--- src/rtl/mem_arb_pkg.sv ---
// Shared definitions for mem_arbiter: arbitration FSM states and the
// memory-port owner encoding (the access states reuse the owner codes).
package mem_arb_pkg;

  localparam logic [1:0] OWN_NONE  = 2'd0;
  localparam logic [1:0] OWN_DATA  = 2'd1;
  localparam logic [1:0] OWN_FETCH = 2'd2;

  typedef enum logic [1:0] {
    IDLE      = OWN_NONE,
    DATA_ACC  = OWN_DATA,
    FETCH_ACC = OWN_FETCH
  } arb_state_t;

endpackage

--- src/rtl/mem_arb_wdog.sv ---
// Access wait counter: cleared on every grant, counts each active cycle and
// flags the cycle in which the access has waited MAX_WAIT cycles.
module mem_arb_wdog #(
  parameter int unsigned MAX_WAIT = 16
) (
  input  logic Clock,
  input  logic Reset,
  input  logic i_clear,
  input  logic i_run,
  output logic o_timeout
);

  localparam int unsigned CW = $clog2(MAX_WAIT);
  localparam logic [CW-1:0] LAST = CW'(MAX_WAIT - 1);

  logic [CW-1:0] r_count;

  always_ff @(posedge Clock or posedge Reset) begin
    if (Reset) begin
      r_count <= '0;
    end else if (i_clear) begin
      r_count <= '0;
    end else if (i_run) begin
      r_count <= r_count + 1'b1;
    end
  end

  assign o_timeout = i_run & (r_count == LAST);

endmodule

--- src/rtl/mem_arbiter.sv ---
// Arbiter serialising instruction fetch and data load/store onto one memory
// port. Define MEM_ARB_STARVE_GUARD_EN to bound fetch starvation by data.
module mem_arbiter
  import mem_arb_pkg::*;
#(
  parameter int unsigned ADDR_W       = 32,
  parameter int unsigned DATA_W       = 32,
  parameter int unsigned MAX_WAIT     = 16,
  parameter int unsigned STARVE_LIMIT = 4
) (
  input  logic              Clock,
  input  logic              Reset,
  input  logic              FetchReq,
  input  logic [ADDR_W-1:0] FetchAddr,
  output logic              FetchValid,
  output logic [DATA_W-1:0] FetchData,
  input  logic              DataRE,
  input  logic              DataWE,
  input  logic [ADDR_W-1:0] DataAddr,
  input  logic [DATA_W-1:0] DataWData,
  output logic              DataValid,
  output logic [DATA_W-1:0] DataRData,
  output logic              Stall,
  output logic              MemEn,
  output logic              MemWE,
  output logic [ADDR_W-1:0] MemAddr,
  output logic [DATA_W-1:0] MemWData,
  input  logic [DATA_W-1:0] MemRData,
  input  logic              MemReady,
  output logic              MemError
);

  if (MAX_WAIT < 2 || STARVE_LIMIT < 1) begin : g_bad_cfg
    $error("mem_arbiter: MAX_WAIT must be >= 2 and STARVE_LIMIT >= 1");
  end

  arb_state_t        r_state, w_next;
  logic              w_data_req, w_active, w_timeout, w_done, w_tmo_err;
  logic              w_grant_data, w_grant_fetch, w_force_fetch;
  logic [ADDR_W-1:0] r_addr;
  logic [DATA_W-1:0] r_wdata, w_rdata;
  logic              r_we, r_error;

  assign w_data_req = DataRE | DataWE;
  assign w_active   = (r_state != IDLE);

`ifdef MEM_ARB_STARVE_GUARD_EN
  localparam int unsigned SW = $clog2(STARVE_LIMIT + 1);
  logic [SW-1:0] r_starve;

  // Counts data grants won while fetch was waiting; never passes the limit
  // because reaching it forces the next grant to fetch.
  always_ff @(posedge Clock or posedge Reset) begin
    if (Reset) begin
      r_starve <= '0;
    end else if (w_grant_fetch) begin
      r_starve <= '0;
    end else if (w_grant_data) begin
      r_starve <= FetchReq ? r_starve + 1'b1 : '0;
    end
  end

  assign w_force_fetch = FetchReq & (r_starve >= SW'(STARVE_LIMIT));
`else
  assign w_force_fetch = 1'b0;
`endif

  mem_arb_wdog #(.MAX_WAIT(MAX_WAIT)) u_wdog (
    .Clock     (Clock),
    .Reset     (Reset),
    .i_clear   (w_grant_data | w_grant_fetch),
    .i_run     (w_active),
    .o_timeout (w_timeout)
  );

  assign w_done    = w_active & (MemReady | w_timeout);
  assign w_tmo_err = w_active & w_timeout & ~MemReady;

  always_ff @(posedge Clock or posedge Reset) begin
    if (Reset) r_state <= IDLE;
    else       r_state <= w_next;
  end

  always_comb begin
    w_next        = r_state;
    w_grant_data  = 1'b0;
    w_grant_fetch = 1'b0;
    unique case (r_state)
      IDLE: begin
        if (w_data_req && !w_force_fetch) begin
          w_grant_data = 1'b1;
          w_next       = DATA_ACC;
        end else if (FetchReq) begin
          w_grant_fetch = 1'b1;
          w_next        = FETCH_ACC;
        end
      end
      DATA_ACC, FETCH_ACC: begin
        if (w_done) w_next = IDLE;
      end
      default: w_next = IDLE;
    endcase
  end

  always_ff @(posedge Clock or posedge Reset) begin
    if (Reset) begin
      r_addr  <= '0;
      r_wdata <= '0;
      r_we    <= 1'b0;
      r_error <= 1'b0;
    end else begin
      if (w_grant_data) begin
        r_addr  <= DataAddr;
        r_wdata <= DataWData;
        r_we    <= DataWE;
      end else if (w_grant_fetch) begin
        r_addr <= FetchAddr;
        r_we   <= 1'b0;
      end
      if (w_tmo_err) r_error <= 1'b1;
    end
  end

  // A MemReady coinciding with the timeout cycle still returns real data.
  assign w_rdata    = MemReady ? MemRData : '0;
  assign DataValid  = w_done & (r_state == DATA_ACC);
  assign FetchValid = w_done & (r_state == FETCH_ACC);
  assign DataRData  = DataValid  ? w_rdata : '0;
  assign FetchData  = FetchValid ? w_rdata : '0;

  assign MemEn    = w_active;
  assign MemWE    = w_active & r_we;
  assign MemAddr  = r_addr;
  assign MemWData = r_wdata;
  assign MemError = r_error;

  assign Stall = (w_data_req & ~DataValid) | (FetchReq & ~FetchValid);

endmodule

--- config.mk ---
export PLATFORM = sky130hd
export DESIGN_NAME = mem_arbiter
export DESIGN_NICKNAME = d
export VERILOG_FILES = /design/src/rtl/mem_arb_pkg.sv /design/src/rtl/mem_arb_wdog.sv /design/src/rtl/mem_arbiter.sv
export SDC_FILE = /design/constraint.sdc
export NUM_CORES = 1
export LEC_CHECK = 0
export ABC_AREA = 0
export CORE_MARGIN = 10
export CORE_UTILIZATION = 25
export CTS_BUF_LIST = sky130_fd_sc_hd__clkbuf_4
export DETAILED_ROUTE_END_ITERATION = 8
export GPL_ROUTABILITY_DRIVEN = 0
export PLACE_DENSITY = 0.66
export SKIP_LAST_GASP = 1
export SLEW_MARGIN = 5
export SYNTH_ARGS = -nofsm -noshare
export SYNTH_HDL_FRONTEND = slang
export SYNTH_HIERARCHICAL = 1
export SYNTH_SLANG_ARGS = --single-unit
--- constraint.sdc ---
create_clock -name Clock -period 7.9 [get_ports Clock]
set_clock_uncertainty 0.05 [all_clocks]
set_input_delay 2.37 -clock Clock [delete_from_list [all_inputs] [get_ports Clock]]
set_output_delay 2.37 -clock Clock [all_outputs]
set_load 0.01 [all_outputs]
==> report_table.html <==
<table>
<tr><th>Metric</th><th>Value</th></tr>
<tr><th colspan="2">Worst setup path</th></tr>
<tr><td>Combined buffer and inverter count along the critical path</td><td>3</td></tr>
<tr><td>Required time worst endpoint</td><td>5480 ps</td></tr>
<tr><td>Arrival time reported for the critical path endpoint</td><td>4320 ps</td></tr>
<tr><td>Nature of the critical path endpoint</td><td>primary output</td></tr>
<tr><td>Worst path most repeated cell</td><td>sky130_fd_sc_hd__clkdlybuf4s50_1</td></tr>
<tr><td>Slowest-stage cell, CP</td><td>sky130_fd_sc_hd__clkdlybuf4s50_1</td></tr>
<tr><td>Startpoint kind of the worst setup timing path</td><td>input pin</td></tr>
<tr><td>Largest stage delay on the critical path</td><td>560 ps</td></tr>
<tr><td>Family with the most delay on the worst path</td><td>buffers and inverters</td></tr>
<tr><td>Kind of critical path</td><td>input pin to primary output</td></tr>
<tr><td>Cell Chain, Critical Path</td><td>clkdlybuf4s50_1 -&gt; o21ba_2 -&gt; nand2_1 -&gt; buf_4 -&gt; nor2_1 -&gt; clkdlybuf4s50_1</td></tr>
<tr><td>R2r setup slk</td><td>5360 ps</td></tr>
<tr><td>Worst-path maximum fanout</td><td>21</td></tr>
<tr><th colspan="2">Power and ir drop</th></tr>
<tr><td>Switching power summed over all nets</td><td>0.676 mW</td></tr>
<tr><td>Pwr Density</td><td>285 nW/um^2</td></tr>
<tr><td>Leakage dissipation</td><td>2.57 nW</td></tr>
<tr><td>Combinational share of power</td><td>53.8%</td></tr>
<tr><td>Clock network fraction of design power</td><td>12.3%</td></tr>
<tr><td>Int Pwr</td><td>1.19 mW</td></tr>
<tr><td>IR drop worst, VDD</td><td>0.115 mV</td></tr>
<tr><td>Power consumption</td><td>1.87 mW</td></tr>
<tr><td>Power share of the sequential group</td><td>34.0%</td></tr>
<tr><td>Switching part of the total</td><td>36.2%</td></tr>
<tr><th colspan="2">Global route</th></tr>
<tr><td>Global-route wire length before repair</td><td>22.4 mm</td></tr>
<tr><td>Vias in the first global route</td><td>4029</td></tr>
<tr><td>Antenna violations before repair</td><td>0</td></tr>
<tr><td>Global-route congestion overflow total</td><td>0</td></tr>
<tr><td>Pin count of the biggest net entering global routing</td><td>42</td></tr>
<tr><td>Total Routing Usage GR</td><td>14.0%</td></tr>
<tr><th colspan="2">Placed design</th></tr>
<tr><td>Count of input and output buffers</td><td>267</td></tr>
<tr><td>Post-DP HPWL</td><td>11.9 mm</td></tr>
<tr><td>Placed Instance Area</td><td>6410 um^2</td></tr>
<tr><td>Placed instance count</td><td>795</td></tr>
<tr><td>Setup slack at placement</td><td>1190 ps</td></tr>
<tr><th colspan="2">STA</th></tr>
<tr><td>Top achievable clock speed</td><td>0.148 GHz</td></tr>
<tr><td>Final hold slack</td><td>416 ps</td></tr>
<tr><td>Unrepaired setup endpoints after global routing</td><td>false</td></tr>
<tr><td>Pin slew with the least headroom to its limit</td><td>1050 ps</td></tr>
<tr><td>Period utilization</td><td>85.3%</td></tr>
<tr><td>Setup tns final</td><td>0 ps</td></tr>
<tr><td>Total count of hold-check failures in the final report</td><td>0</td></tr>
<tr><td>Crit path time final</td><td>6740 ps</td></tr>
<tr><td>Min setup slack post-route</td><td>1160 ps</td></tr>
<tr><td>Relative slew slack</td><td>29.4%</td></tr>
<tr><td>Max Transition Viols Final</td><td>0</td></tr>
<tr><td>Final setup violation count</td><td>0</td></tr>
<tr><th colspan="2">Die</th></tr>
<tr><td>Horizontal extent of the die</td><td>140 um</td></tr>
<tr><td>Y dimension of the die</td><td>140 um</td></tr>
<tr><td>Top-level I/O count</td><td>268</td></tr>
<tr><td>Placement Rows</td><td>43</td></tr>
<tr><td>Core Footprint</td><td>14000 um^2</td></tr>
<tr><td>Die area</td><td>19600 um^2</td></tr>
<tr><td>Initial standard-cell utilization of the core</td><td>25.8%</td></tr>
<tr><th colspan="2">Logic synthesis</th></tr>
<tr><td>Share of async-settable or async-resettable flops after synthesis</td><td>100%</td></tr>
<tr><td>Number of synthesized flops with an enable pin</td><td>0</td></tr>
<tr><td>Post-Synthesis Net Count</td><td>506</td></tr>
<tr><td>Post-synthesis instance area</td><td>3600 um^2</td></tr>
<tr><td>Mean instance size in the synthesized netlist</td><td>9.80 um^2</td></tr>
<tr><td>Main area contributors after synthesis</td><td>sky130_fd_sc_hd__dfrtp_1 50%, sky130_fd_sc_hd__nor2_1 10%, sky130_fd_sc_hd__mux2_2 10%</td></tr>
<tr><td>Number of synthesized register bits</td><td>72</td></tr>
<tr><td>Yosys top cell area share</td><td>50.0%</td></tr>
<tr><td>Proportion of synthesized chip area in sequential cells</td><td>50.0%</td></tr>
<tr><td>Instance count of the mapped netlist</td><td>368</td></tr>
<tr><td>Cell variety after synth</td><td>30</td></tr>
<tr><td>Most instantiated cells after synthesis</td><td>100 x sky130_fd_sc_hd__nor2_1, 72 x sky130_fd_sc_hd__dfrtp_1, 35 x sky130_fd_sc_hd__nand2_1, 34 x sky130_fd_sc_hd__a21oi_1, 32 x sky130_fd_sc_hd__mux2_2</td></tr>
<tr><td>Leading cell type by number of instances after synthesis</td><td>sky130_fd_sc_hd__nor2_1</td></tr>
<tr><td>Warnings, synthesis</td><td>6</td></tr>
<tr><td>Largest area contributor in the synthesized netlist</td><td>sky130_fd_sc_hd__dfrtp_1</td></tr>
<tr><td>Flip-flop cell with the highest count after synthesis</td><td>sky130_fd_sc_hd__dfrtp_1</td></tr>
<tr><th colspan="2">Flow run</th></tr>
<tr><td>Maximum Capacitance Violations</td><td>0</td></tr>
<tr><th colspan="2">Final layout</th></tr>
<tr><td>Final core utilization</td><td>46.8%</td></tr>
<tr><td>Synthesis-to-layout area growth</td><td>81.7%</td></tr>
<tr><td>Layout Nets</td><td>764</td></tr>
<tr><td>Non-filler instance count after layout</td><td>811</td></tr>
<tr><td>Antenna cells</td><td>0</td></tr>
<tr><td>Final non-filler cell area</td><td>6550 um^2</td></tr>
<tr><td>Ratio of cells with drive above 1 in the final layout</td><td>12.8%</td></tr>
<tr><th colspan="2">Clock network</th></tr>
<tr><td>CTS buffer count</td><td>9</td></tr>
<tr><td>Buffer depth of the longest clock path</td><td>2</td></tr>
<tr><td>Number of levels in the clock H-tree</td><td>3</td></tr>
<tr><td>Cts-stage hold buffer count</td><td>0</td></tr>
<tr><td>Post-CTS Resized</td><td>0</td></tr>
<tr><td>Post-CTS repair timing setup buffer count</td><td>0</td></tr>
<tr><td>TritonCTS clock tree</td><td>yes</td></tr>
<tr><td>TritonCTS sink count</td><td>72</td></tr>
<tr><td>Clk_lat worst skew</td><td>410 ps</td></tr>
<tr><td>Root buffer cell</td><td>sky130_fd_sc_hd__clkbuf_4</td></tr>
<tr><td>Clock-pin slew on the worst setup and hold paths</td><td>100 ps</td></tr>
<tr><th colspan="2">Detailed routing</th></tr>
<tr><td>Count of TritonRoute iterations in the first routing pass</td><td>4</td></tr>
<tr><td>Detail Route Antenna Nets</td><td>0</td></tr>
<tr><td>Detailed router's first-iteration violation count</td><td>88</td></tr>
<tr><td>Drc violations</td><td>0</td></tr>
<tr><td>Average detailed-routed wire length per instance</td><td>17.6 um</td></tr>
<tr><td>Wirelength, routed</td><td>14.3 mm</td></tr>
<tr><td>Average via count per standard cell</td><td>4.56</td></tr>
<tr><td>Total number of vias</td><td>3695</td></tr>
<tr><th colspan="2">Outcome</th></tr>
<tr><td>Run status</td><td>completed</td></tr>
<tr><th colspan="2">Min path</th></tr>
<tr><td>Type of the tightest min-delay check</td><td>flip-flop to flip-flop</td></tr>
</table>
[layout make-up]
cell class,count,area (um^2)
Fill cell,1314,7440
Timing Repair Buffer,275,2730
Sequential cell,72,1800
Multi-Input combinational cell,260,1620
Tap cell,180,225
Clock buffer,10,75.1
Clock inverter,6,60.1
Inverter,8,30.0
[worst reg2reg max path, stage by stage (launching register included)]
cell,delay (ps)
sky130_fd_sc_hd__dfrtp_1,430
sky130_fd_sc_hd__inv_1,90
sky130_fd_sc_hd__ha_1,140
sky130_fd_sc_hd__buf_4,390
sky130_fd_sc_hd__o31a_1,630
sky130_fd_sc_hd__buf_4,380
sky130_fd_sc_hd__nor2b_1,100
sky130_fd_sc_hd__mux2_4,260
[state kept, by name, indices dropped and copies added, names as in the netlist]
register,count
MemAddr,32
MemWData,32
u_wdog/r_count,4
r_state,2
MemError,1
r_we,1
[placed cells by master (no fill, tap or decap), types with 7 or more instances in the layout]
cell and count:
sky130_fd_sc_hd__o22ai_2 20, sky130_fd_sc_hd__clkbuf_4 10, sky130_fd_sc_hd__clkdlybuf4s50_1 267, sky130_fd_sc_hd__buf_4 8, sky130_fd_sc_hd__nand2_1 35, sky130_fd_sc_hd__inv_1 7
sky130_fd_sc_hd__o22ai_1 13, sky130_fd_sc_hd__mux2_2 32, sky130_fd_sc_hd__a21oi_1 34, sky130_fd_sc_hd__dfrtp_1 72, sky130_fd_sc_hd__nor2_1 100
[cell families after synthesis]
family / after synthesis / synth area share [%]
mux: 34 / 10.7
simple gates: 143 / 16.0
compound gates: 78 / 16.3
fa+ha+maj: 4 / 1.39
buf+inv: 36 / 5.31
xor+xnor: 1 / 0.243
flops: 72 / 50.0
[path summary, 6_finish.rpt]
check | start | endpoint | cells past startpoint
max | MemReady | DataRData[25] | 6
min | MemError | MemError | 1
max reg2reg | r_state[1] | u_wdog/r_count[3] | 7
min reg2reg | MemError | MemError | 1
max in group asynchronous | Reset | MemAddr[9] | 3
min in group asynchronous | Reset | u_wdog/r_count[3] | 2
[routing by layer]
metal / vias up / track usage, % / part of all wire (%)
met4: 0 / 5.05 / 2.2
met2: 200 / 24.7 / 49
met1: 1723 / 14.2 / 37
li1: 1751 / - / -
met3: 21 / 6.63 / 11
met5: - / 0 / 0
[power groups by stage]
stage               clock (mW)  combinational [mW]  sequential, mW
floorplan                    0               0.389           0.716
global placement             0                1.01           0.633
detailed placement           0                1.03           0.642
CTS                      0.240                1.03           0.637
global route             0.256                1.09           0.661
finish                   0.229                1.01           0.635
Note: power is estimated with default switching activity, not from simulation.
